File: config.mk
export PLATFORM = sky130hd
export DESIGN_NAME = exc_int_ctrl_flat
export DESIGN_NICKNAME = d
export VERILOG_FILES = /design/src/rtl/exc_int_ctrl_if.sv /design/src/rtl/exc_int_ctrl.sv /design/src/flat_wrapper.sv
export SDC_FILE = /design/constraint.sdc
export NUM_CORES = 1
export LEC_CHECK = 0
export BUFFER_PORTS_ARGS = -buffer_cell sky130_fd_sc_hd__buf_4
export CAP_MARGIN = 20
export CORE_AREA = 2 2 93 95
export DETAILED_ROUTE_END_ITERATION = 8
export DIE_AREA = 0 0 95 97
export PLACE_DENSITY = 0.65
export SETUP_SLACK_MARGIN = 0.4
export SKIP_CTS_REPAIR_TIMING = 1
export SLEW_MARGIN = 25
export SYNTH_ARGS = -nofsm -noshare
export SYNTH_HDL_FRONTEND = slang
export SYNTH_SLANG_ARGS = --single-unit
export TNS_END_PERCENT = 100
File: constraint.sdc
create_clock -name clk -period 2 [get_ports clk]
set_clock_uncertainty 0.15 [all_clocks]
set_input_delay 0.1 -clock clk [delete_from_list [all_inputs] [get_ports clk]]
set_output_delay 0.1 -clock clk [all_outputs]
set_load 0.01 [all_outputs]
File: src/rtl/exc_int_ctrl_if.sv
// Signal bundle between the exception sequencer, CP0 and the decode/fetch stages.
// The slave modport is the sequencer's view; master is the surrounding pipeline/CP0.
interface exc_int_ctrl_if;
  logic [5:0]  intr;
  logic        intimer;
  logic [31:0] status;
  logic [31:0] cause;
  logic [31:0] epc;
  logic        id_valid;
  logic        id_syscall;
  logic        id_eret;
  logic [31:0] id_pc;
  logic [31:0] excptype;
  logic [31:0] exc_pc;
  logic        stall;
  logic        flush;
  logic        redirect_valid;
  logic [31:0] redirect_pc;

  modport slave (
    input  intr, intimer, status, cause, epc, id_valid, id_syscall, id_eret, id_pc,
    output excptype, exc_pc, stall, flush, redirect_valid, redirect_pc
  );

  modport master (
    output intr, intimer, status, cause, epc, id_valid, id_syscall, id_eret, id_pc,
    input  excptype, exc_pc, stall, flush, redirect_valid, redirect_pc
  );
endinterface

File: src/rtl/exc_int_ctrl.sv
// Exception/interrupt sequencer: IDLE -> COMMIT -> FLUSH(xN) -> REDIRECT.
// Optional EXC_IRQ_SYNC_EN adds a 2-flop synchronizer on intr/intimer.
module exc_int_ctrl #(
  parameter logic [31:0] HANDLER_ADDR = 32'h0000_0040,
  parameter int unsigned FLUSH_CYCLES = 2
) (
  input logic           clk,
  input logic           rst,
  exc_int_ctrl_if.slave bus
);

  typedef enum logic [1:0] {S_IDLE, S_COMMIT, S_FLUSH, S_REDIRECT} state_e;
  typedef enum logic [1:0] {K_NONE, K_INT, K_SYS, K_ERET} kind_e;

  state_e      state_q, state_d;
  kind_e       kind_q, kind_d;
  logic [31:0] pc_q, pc_d;
  logic [3:0]  cnt_q, cnt_d;

  logic [5:0]  intr_s;
  logic        timer_s;

`ifdef EXC_IRQ_SYNC_EN
  logic [6:0] sync1_q, sync2_q;
  always_ff @(posedge clk) begin
    if (rst) begin
      sync1_q <= '0;
      sync2_q <= '0;
    end else begin
      sync1_q <= {bus.intimer, bus.intr};
      sync2_q <= sync1_q;
    end
  end
  assign intr_s  = sync2_q[5:0];
  assign timer_s = sync2_q[6];
`else
  assign intr_s  = bus.intr;
  assign timer_s = bus.intimer;
`endif

  // Timer shares IP7 with intr[5].
  logic [7:0] ip;
  logic       int_req, sys_req, eret_req;
  assign ip       = {intr_s[5] | timer_s, intr_s[4:0], bus.cause[9:8]};
  assign int_req  = bus.status[0] & ~bus.status[1] & (|(ip & bus.status[15:8]));
  assign sys_req  = bus.id_valid & bus.id_syscall;
  assign eret_req = bus.id_valid & bus.id_eret;

  logic unused_bits;
  assign unused_bits = ^{bus.status[31:16], bus.status[7:2], bus.cause[31:10], bus.cause[7:0]};

  always_ff @(posedge clk) begin
    if (rst) begin
      state_q <= S_IDLE;
      kind_q  <= K_NONE;
      pc_q    <= '0;
      cnt_q   <= '0;
    end else begin
      state_q <= state_d;
      kind_q  <= kind_d;
      pc_q    <= pc_d;
      cnt_q   <= cnt_d;
    end
  end

  always_comb begin
    state_d = state_q;
    kind_d  = kind_q;
    pc_d    = pc_q;
    cnt_d   = cnt_q;
    case (state_q)
      S_IDLE: begin
        if (int_req) begin
          kind_d  = K_INT;
          pc_d    = bus.id_valid ? bus.id_pc : 32'h0;
          state_d = S_COMMIT;
        end else if (sys_req) begin
          kind_d  = K_SYS;
          pc_d    = bus.id_pc;
          state_d = S_COMMIT;
        end else if (eret_req) begin
          kind_d  = K_ERET;
          pc_d    = bus.id_pc;
          state_d = S_COMMIT;
        end
      end
      S_COMMIT: begin
        cnt_d   = 4'(FLUSH_CYCLES);
        state_d = S_FLUSH;
      end
      S_FLUSH: begin
        cnt_d = cnt_q - 4'd1;
        if (cnt_q <= 4'd1) state_d = S_REDIRECT;
      end
      S_REDIRECT: begin
        state_d = S_IDLE;
      end
      default: state_d = S_IDLE;
    endcase
  end

  always_comb begin
    bus.excptype       = 32'h0;
    bus.exc_pc         = 32'h0;
    bus.stall          = 1'b0;
    bus.flush          = 1'b0;
    bus.redirect_valid = 1'b0;
    bus.redirect_pc    = 32'h0;
    case (state_q)
      S_COMMIT: begin
        bus.stall  = 1'b1;
        bus.exc_pc = pc_q;
        case (kind_q)
          K_INT:   bus.excptype = 32'h0000_0004;
          K_SYS:   bus.excptype = 32'h0000_0100;
          K_ERET:  bus.excptype = 32'h0000_0200;
          default: bus.excptype = 32'h0;
        endcase
      end
      S_FLUSH: begin
        bus.stall = 1'b1;
        bus.flush = 1'b1;
      end
      S_REDIRECT: begin
        bus.stall          = 1'b1;
        bus.redirect_valid = 1'b1;
        // CP0 already holds the updated EPC by the time eret redirects.
        bus.redirect_pc    = (kind_q == K_ERET) ? bus.epc : HANDLER_ADDR;
      end
      default: ;
    endcase
  end

endmodule

File: src/flat_wrapper.sv
// flat-port wrapper written by rule: the top's interface ports become plain ports
module exc_int_ctrl_flat 
#(
  parameter logic [31:0] HANDLER_ADDR = 32'h0000_0040,
  parameter int unsigned FLUSH_CYCLES = 2
)
  (clk, rst, bus_intr, bus_intimer, bus_status, bus_cause, bus_epc, bus_id_valid, bus_id_syscall, bus_id_eret, bus_id_pc, bus_excptype, bus_exc_pc, bus_stall, bus_flush, bus_redirect_valid, bus_redirect_pc);
  exc_int_ctrl_if bus_i ();
  input logic clk;
  input logic rst;
  input wire logic [$bits(bus_i.intr)-1:0] bus_intr;
  input wire logic [$bits(bus_i.intimer)-1:0] bus_intimer;
  input wire logic [$bits(bus_i.status)-1:0] bus_status;
  input wire logic [$bits(bus_i.cause)-1:0] bus_cause;
  input wire logic [$bits(bus_i.epc)-1:0] bus_epc;
  input wire logic [$bits(bus_i.id_valid)-1:0] bus_id_valid;
  input wire logic [$bits(bus_i.id_syscall)-1:0] bus_id_syscall;
  input wire logic [$bits(bus_i.id_eret)-1:0] bus_id_eret;
  input wire logic [$bits(bus_i.id_pc)-1:0] bus_id_pc;
  output wire logic [$bits(bus_i.excptype)-1:0] bus_excptype;
  output wire logic [$bits(bus_i.exc_pc)-1:0] bus_exc_pc;
  output wire logic [$bits(bus_i.stall)-1:0] bus_stall;
  output wire logic [$bits(bus_i.flush)-1:0] bus_flush;
  output wire logic [$bits(bus_i.redirect_valid)-1:0] bus_redirect_valid;
  output wire logic [$bits(bus_i.redirect_pc)-1:0] bus_redirect_pc;
  assign bus_i.intr = bus_intr;
  assign bus_i.intimer = bus_intimer;
  assign bus_i.status = bus_status;
  assign bus_i.cause = bus_cause;
  assign bus_i.epc = bus_epc;
  assign bus_i.id_valid = bus_id_valid;
  assign bus_i.id_syscall = bus_id_syscall;
  assign bus_i.id_eret = bus_id_eret;
  assign bus_i.id_pc = bus_id_pc;
  assign bus_excptype = bus_i.excptype;
  assign bus_exc_pc = bus_i.exc_pc;
  assign bus_stall = bus_i.stall;
  assign bus_flush = bus_i.flush;
  assign bus_redirect_valid = bus_i.redirect_valid;
  assign bus_redirect_pc = bus_i.redirect_pc;
  exc_int_ctrl #(.HANDLER_ADDR(HANDLER_ADDR), .FLUSH_CYCLES(FLUSH_CYCLES)) u_core (.clk(clk), .rst(rst), .bus(bus_i));
endmodule
==> impl_metrics.env, run 1 <==
export IMPL_drc_errors=0
export IMPL_reg2reg_to="u_core.state_q[0]"
export IMPL_worstSetupStartpointType="flop"
export IMPL_synth_top_family_by_area="simple AND/OR/NAND/NOR gates"
export IMPL_routed_wl_um=8740
export IMPL_fin_tns_setup_ps=0
export IMPL_muxShareOfSynthArea=0.00456
export IMPL_dpl_hpwl_um=5340
export IMPL_grt_pass1_vias=2230
export IMPL_crit_fanout=6
export IMPL_die_area_um2=9220
export IMPL_min_from="bus_id_valid"
export IMPL_finalHoldViolCount=0
export IMPL_diodes=0
export IMPL_regArea_um2=816
export IMPL_rows=33
export IMPL_max_vdd_ir_drop_mv=0.483
export IMPL_path_clk_slew_ps=70
export IMPL_track_usage=0.147
export IMPL_start_util=0.270
export IMPL_cts_sinks=40
export IMPL_routedWlPerCell_um=15.9
export IMPL_grt_max_degree=36
export IMPL_ys_types=34
export IMPL_netlist_area_um2=2200
export IMPL_placed_area_um2=3350
export IMPL_p_total_mw=2.92
export IMPL_powerDensity_nw_per_um2=698
export IMPL_r2r_start="u_core.state_q[1]"
export IMPL_fmax_ghz=0.602
export IMPL_clock_latency_ps=280
export IMPL_finalCriticalPeriod_ps=1660
export IMPL_p_leak_nw=2.04
export IMPL_period_share=0.830
export IMPL_worst_r2r_path_depth=7
export IMPL_drtIter0Drc=79
export IMPL_yosysSeqAreaShare=0.364
export IMPL_hold_path_class="in2reg"
export IMPL_synth_compound_area_frac=0.205
export IMPL_dr_pass1_iters=4
export IMPL_fillCellCount=743
export IMPL_synth_cells=245
export IMPL_gr_total_overflow=0
export IMPL_synth_simple_area_share=0.245
export IMPL_rsz0062_at_grt="true"
export IMPL_avgSynthCellArea_um2=8.97
export IMPL_viasPerCell=4.63
export IMPL_min_to="u_core.kind_q[0]"
export IMPL_boundaryPins=239
export IMPL_status="completed"
export IMPL_dieWidth_um=95
export IMPL_io_buffers=157
export IMPL_ant_nets=0
export IMPL_synthAdderAreaFrac=0.0342
export IMPL_chipHeight_um=97
export IMPL_setup_viol=0
export IMPL_reg2reg_setup_slack_ps=340
export IMPL_holdPathStages=4
export IMPL_synth_xor_area_frac=0
export IMPL_synth_seq_cells=40
export IMPL_drive_gt1_frac=0.506
export IMPL_nets=590
export IMPL_grt_first_pass_wirelength_um=10900
export IMPL_numCtsBuffers=5
export IMPL_coreArea_um2=8130
export IMPL_htree_levels=2
export IMPL_antenna_found_initial=0
export IMPL_final_area_um2=4190
export IMPL_cts_tree="yes"
export IMPL_slew_violations=0
export IMPL_area_growth_synth_to_final_pct=90.6
export IMPL_cp_required_ps=2030
export IMPL_worst_ep_arrival_time_ps=1690
export IMPL_endpoint_kind="flop"
export IMPL_root_buffer="clkbuf_8"
export IMPL_synth_warnings=0
export IMPL_clockBufferDepth=2
export IMPL_maxCapViolCount=0
export IMPL_vias=2548
export IMPL_critPathKind="reg2reg"
export IMPL_gp_congestion=0.822
export IMPL_multi_input_area_um2=1400
cell usage in the layout (no fill, tap or decap), types with 3 or more instances in the layout:
master | synthesis | layout
buf_4 | 29 | 136
and2_1 | 63 | 36
dfxtp_1 | 40 | 34
dlygate4sd3_1 | 0 | 33
a22o_1 | 32 | 32
conb_1 | 1 | 29
buf_6 | 3 | 29
and2_4 | 0 | 27
nor2_1 | 9 | 7
nand2_1 | 6 | 6
clkbuf_8 | 0 | 6
a21oi_1 | 5 | 5
and3_4 | 0 | 4
inv_2 | 0 | 4
o21ai_0 | 4 | 4
ha_4 | 0 | 4
o21a_1 | 3 | 3
o31a_4 | 1 | 3
a31oi_1 | 3 | 3
nand2b_1 | 3 | 3
dfxtp_4 | 0 | 3
dfxtp_2 | 0 | 3
how the worst max path moves through the flow:
stage	end	from	slack [ps]
global placement	bus_excptype[2]	u_core.state_q[1]	20
detailed placement	bus_redirect_pc[16]	u_core.state_q[0]	140
global route	u_core.state_q[0]	u_core.state_q[1]	310
floorplan	u_core.pc_q[0]	bus_status[9]	390
CTS	bus_redirect_pc[16]	u_core.state_q[0]	-180
finish	u_core.state_q[0]	u_core.state_q[1]	340
synth_stat cells:
cell	instances	area, um2
a311oi_1	1	8.76
ha_1	6	75.1
and3_1	3	18.8
dfxtp_1	40	801
a222oi_1	1	10.0
a211oi_1	1	7.51
o21a_1	3	22.5
o31a_4	1	17.5
nor3_1	2	10.0
buf_2	3	15.0
nor3b_1	1	7.51
clkbuf_1	8	30.0
inv_1	6	22.5
nand2_1	6	22.5
nand3_1	1	5.00
conb_1	1	3.75
nand4_1	1	6.26
nand2b_1	3	18.8
or3_1	1	6.26
and3b_1	1	8.76
a22oi_1	2	15.0
nor2b_1	1	6.26
buf_4	29	218
nor2_1	9	33.8
a21oi_1	5	25.0
buf_6	3	33.8
a22o_1	32	280
a21boi_1	1	7.51
o21ai_0	4	20.0
and2_1	63	394
o311a_1	1	10.0
a31oi_1	3	18.8
o31ai_1	1	7.51
mux2i_1	1	10.0
flip-flops by register name (all words and copies together), names as in the netlist:
register and cells:
u_core.cnt_q 4, u_core.kind_q 2, u_core.pc_q 32, u_core.state_q 2
layer usage:
metal / vias to the layer above / GRT usage / part of all wire
met5: - / 0 / 0
met4: 0 / 0.0334 / 0.017
met3: 11 / 0.0389 / 0.079
met2: 119 / 0.260 / 0.53
met1: 1222 / 0.174 / 0.38
li1: 1196 / - / -
final cells by class:
class,instances,area share
repair buffers,201,0.413
multi-input cells,190,0.334
flip-flops and latches,40,0.195
well taps,105,0.0314
clock buffers,8,0.0215
inverters,6,0.00538
logic make-up after synthesis:
family | Yosys count
AND/OR/NAND/NOR | 92
AO/OA/AOI/OAI | 56
flip-flops | 40
buffers and inverters | 49
multiplexers | 1
adder cells (fa/ha/maj) | 6
other | 1
through the flow:
step | setup slack (ps) | instances | hold slack [ps] | utilization
floorplan | 392 | 273 | 82.6 | -
global placement | 23.1 | 494 | 166 | 0.411
detailed placement | 145 | 494 | 169 | 0.412
CTS | -182 | 502 | -137 | 0.423
global route | 305 | 550 | 38.1 | 0.515
finish | 340 | 550 | 20.1 | 0.515
where the power goes:
part,switching [mW],total (mW),leakage (nW),internal (mW)
registers,0.119,1.07,0.330,0.951
logic,0.603,1.30,1.66,0.695
clock network,0.273,0.555,0.0455,0.282
total,0.995,2.92,2.04,1.93
worst max-delay path: stages (launching register included):
cell	delay, ps
dfxtp_4	370
inv_2	100
ha_4	170
buf_4	110
inv_1	50
o311a_1	320
buf_4	140
o21a_1	150
No activity file was read; power rests on OpenSTA's default activity.
==> run 2: changes to the inputs <==
clock period = 1.7 ns   (was 2 ns; I/O delays follow)
==> run 2 against run 1 <==
Compared with the run above:
- first-iteration DRC count shrank 10%
- highest routed layer unchanged
- sequential share of layout area shrank 2.1 points
- global-route usage shrank 1.3 points
- cell area grew 12%
- largest cell class unchanged
- combinational power grew 61%
- wire length grew 6.8%
- non-clock buffer count grew 13
- the flow now finishes with violations (negative hold slack)
- count of clock-buffer cells in the layout shrank 1
- power grew 36%
- maximum frequency is essentially flat
- flip-flop and latch count is the same
==> impl_metrics.env, run 2 (synthesized netlist as in run 1, its figures left out) <==
export IMPL_track_usage=0.133
export IMPL_finalHoldViolCount=1
export IMPL_cp_required_ps=1740
export IMPL_routedLengthMet1_um=3800
export IMPL_wl_met3_um=521
export IMPL_rows=33
export IMPL_htree_levels=2
export IMPL_violations="negative hold slack"
export IMPL_fin_util=0.578
export IMPL_rsz0062_at_grt="true"
export IMPL_die_area_um2=9220
export IMPL_clockBufferDepth=2
export IMPL_final_area_um2=4700
export IMPL_chipHeight_um=97
export IMPL_viasPerCell=4.60
export IMPL_numCtsBuffers=5
export IMPL_pwr_share_seq=0.317
export IMPL_status="finished with violations"
export IMPL_slowest_delay_ps=380
export IMPL_critPathKind="reg2reg"
export IMPL_dr_pass1_iters=4
export IMPL_crit_slowest_cell="dfxtp_4"
export IMPL_maxUsedRoutingLayer="met4"
export IMPL_drive_gt1_frac=0.629
export IMPL_dpl_hpwl_um=4880
export IMPL_placed_cells=501
export IMPL_routed_wl_um=9340
export IMPL_dieWidth_um=95
export IMPL_fmax_ghz=0.602
export IMPL_clock_latency_ps=290
export IMPL_coreArea_um2=8130
export IMPL_drc_errors=0
export IMPL_max_vdd_ir_drop_mv=0.484
export IMPL_crit_chain="inv_4, ha_4, o21ai_2, a31oi_2, nor2_4, clkbuf_16, a22o_1"
export IMPL_fin_tns_setup_ps=0
export IMPL_registers_top_by_ff_count="u_core.pc_q"
export IMPL_diodes=0
export IMPL_crit_fanout=8
export IMPL_final_common_cell="buf_4"
export IMPL_largestRegisters="u_core.pc_q: 32 flops, u_core.cnt_q: 4 flops"
export IMPL_p_clk_frac=0.159
export IMPL_cts_tree="yes"
export IMPL_grt_first_pass_wirelength_um=9870
export IMPL_path_clk_slew_ps=80
export IMPL_cp_top_family="compound AO/OA/AOI/OAI gates"
export IMPL_placed_area_um2=3440
export IMPL_final_cells=563
export IMPL_setup_viol=0
export IMPL_nets=603
export IMPL_largest_reg_flops=32
export IMPL_cts_sinks=40
export IMPL_area_growth_synth_to_final_pct=114
export IMPL_grt_max_degree=33
export IMPL_p_comb_frac=0.524
export IMPL_routedWlPerCell_um=16.6
export IMPL_endpoint_kind="flop"
export IMPL_path_buf_inv=2
export IMPL_switching_power_mw=1.40
export IMPL_swShare=0.352
export IMPL_drtIter0Drc=71
export IMPL_grt_pass1_vias=2002
export IMPL_power_internal_mw=2.58
export IMPL_finalCriticalPeriod_ps=1660
export IMPL_root_buffer="clkbuf_8"
export IMPL_antenna_found_initial=0
export IMPL_wl_met2_um=4930
export IMPL_worstSetupStartpointType="flop"
export IMPL_io_buffers=157
export IMPL_gr_total_overflow=0
export IMPL_gp_congestion=0.774
export IMPL_fillCellCount=660
export IMPL_start_util=0.270
export IMPL_final_cell_mix="buf_4, buf_6, and2_4"
export IMPL_powerDensity_nw_per_um2=847
export IMPL_boundaryPins=239
export IMPL_vias=2591
export IMPL_ant_nets=0
export IMPL_hold_path_class="in2reg"
export IMPL_maxCapViolCount=0
export IMPL_period_share=0.977
export IMPL_slew_violations=0
export IMPL_p_leak_nw=2.21
export IMPL_worst_ep_arrival_time_ps=1700
export IMPL_fin_hold_ws_ps=-0.760
-- run 2: per-stage QoR --
stage	setup WS, ps	total power [mW]
5_1_grt	-11.0	4.23
2_1_floorplan	107	2.04
6_report	38.7	3.98
4_1_cts	-474	3.09
3_3_place_gp	-114	2.44
3_5_place_dp	-144	2.46
-- run 2: layer usage --
layer	global-route usage	vias to the layer above
met2	0.222	116
met5	0	-
li1	-	1221
met1	0.170	1245
met4	0.0245	0
met3	0.0405	9
-- run 2: path summary, 6_finish.rpt --
kind                     startpoint          endpoint  slack (ps)  cells after the start
setup / recovery  u_core.state_q[1]   u_core.pc_q[18]          40                      7
hold / removal         bus_id_valid  u_core.kind_q[0]        -0.8                      4
setup reg to reg  u_core.state_q[1]   u_core.pc_q[18]          40                      7
hold reg to reg     u_core.pc_q[15]   u_core.pc_q[15]         330                      1
-- run 2: power groups by stage --
stage / Combinational (mW) / Clock [mW] / Sequential [mW]
after floorplan: 0.833 / 0 / 1.21
after global placement: 1.22 / 0 / 1.22
after detailed placement: 1.23 / 0 / 1.22
after CTS: 1.24 / 0.651 / 1.20
after global routing: 2.25 / 0.693 / 1.28
final: 2.09 / 0.631 / 1.26
-- run 2: worst reg2reg max path: stages, from the launching register on --
cell	delay (ps)
dfxtp_4	380
inv_4	80
ha_4	190
o21ai_2	70
a31oi_2	210
nor2_4	100
clkbuf_16	180
a22o_1	190
-- run 2: area by class of cell --
cell class / count / area (um2) / area share
flip-flops and latches: 40 / 816 / 0.174
inverters: 6 / 35.0 / 0.00746
clock buffers: 7 / 76.3 / 0.0162
clock inverters: 1 / 8.76 / 0.00186
multi-input cells: 190 / 1600 / 0.340
well taps: 105 / 131 / 0.0280
repair buffers: 214 / 2030 / 0.433
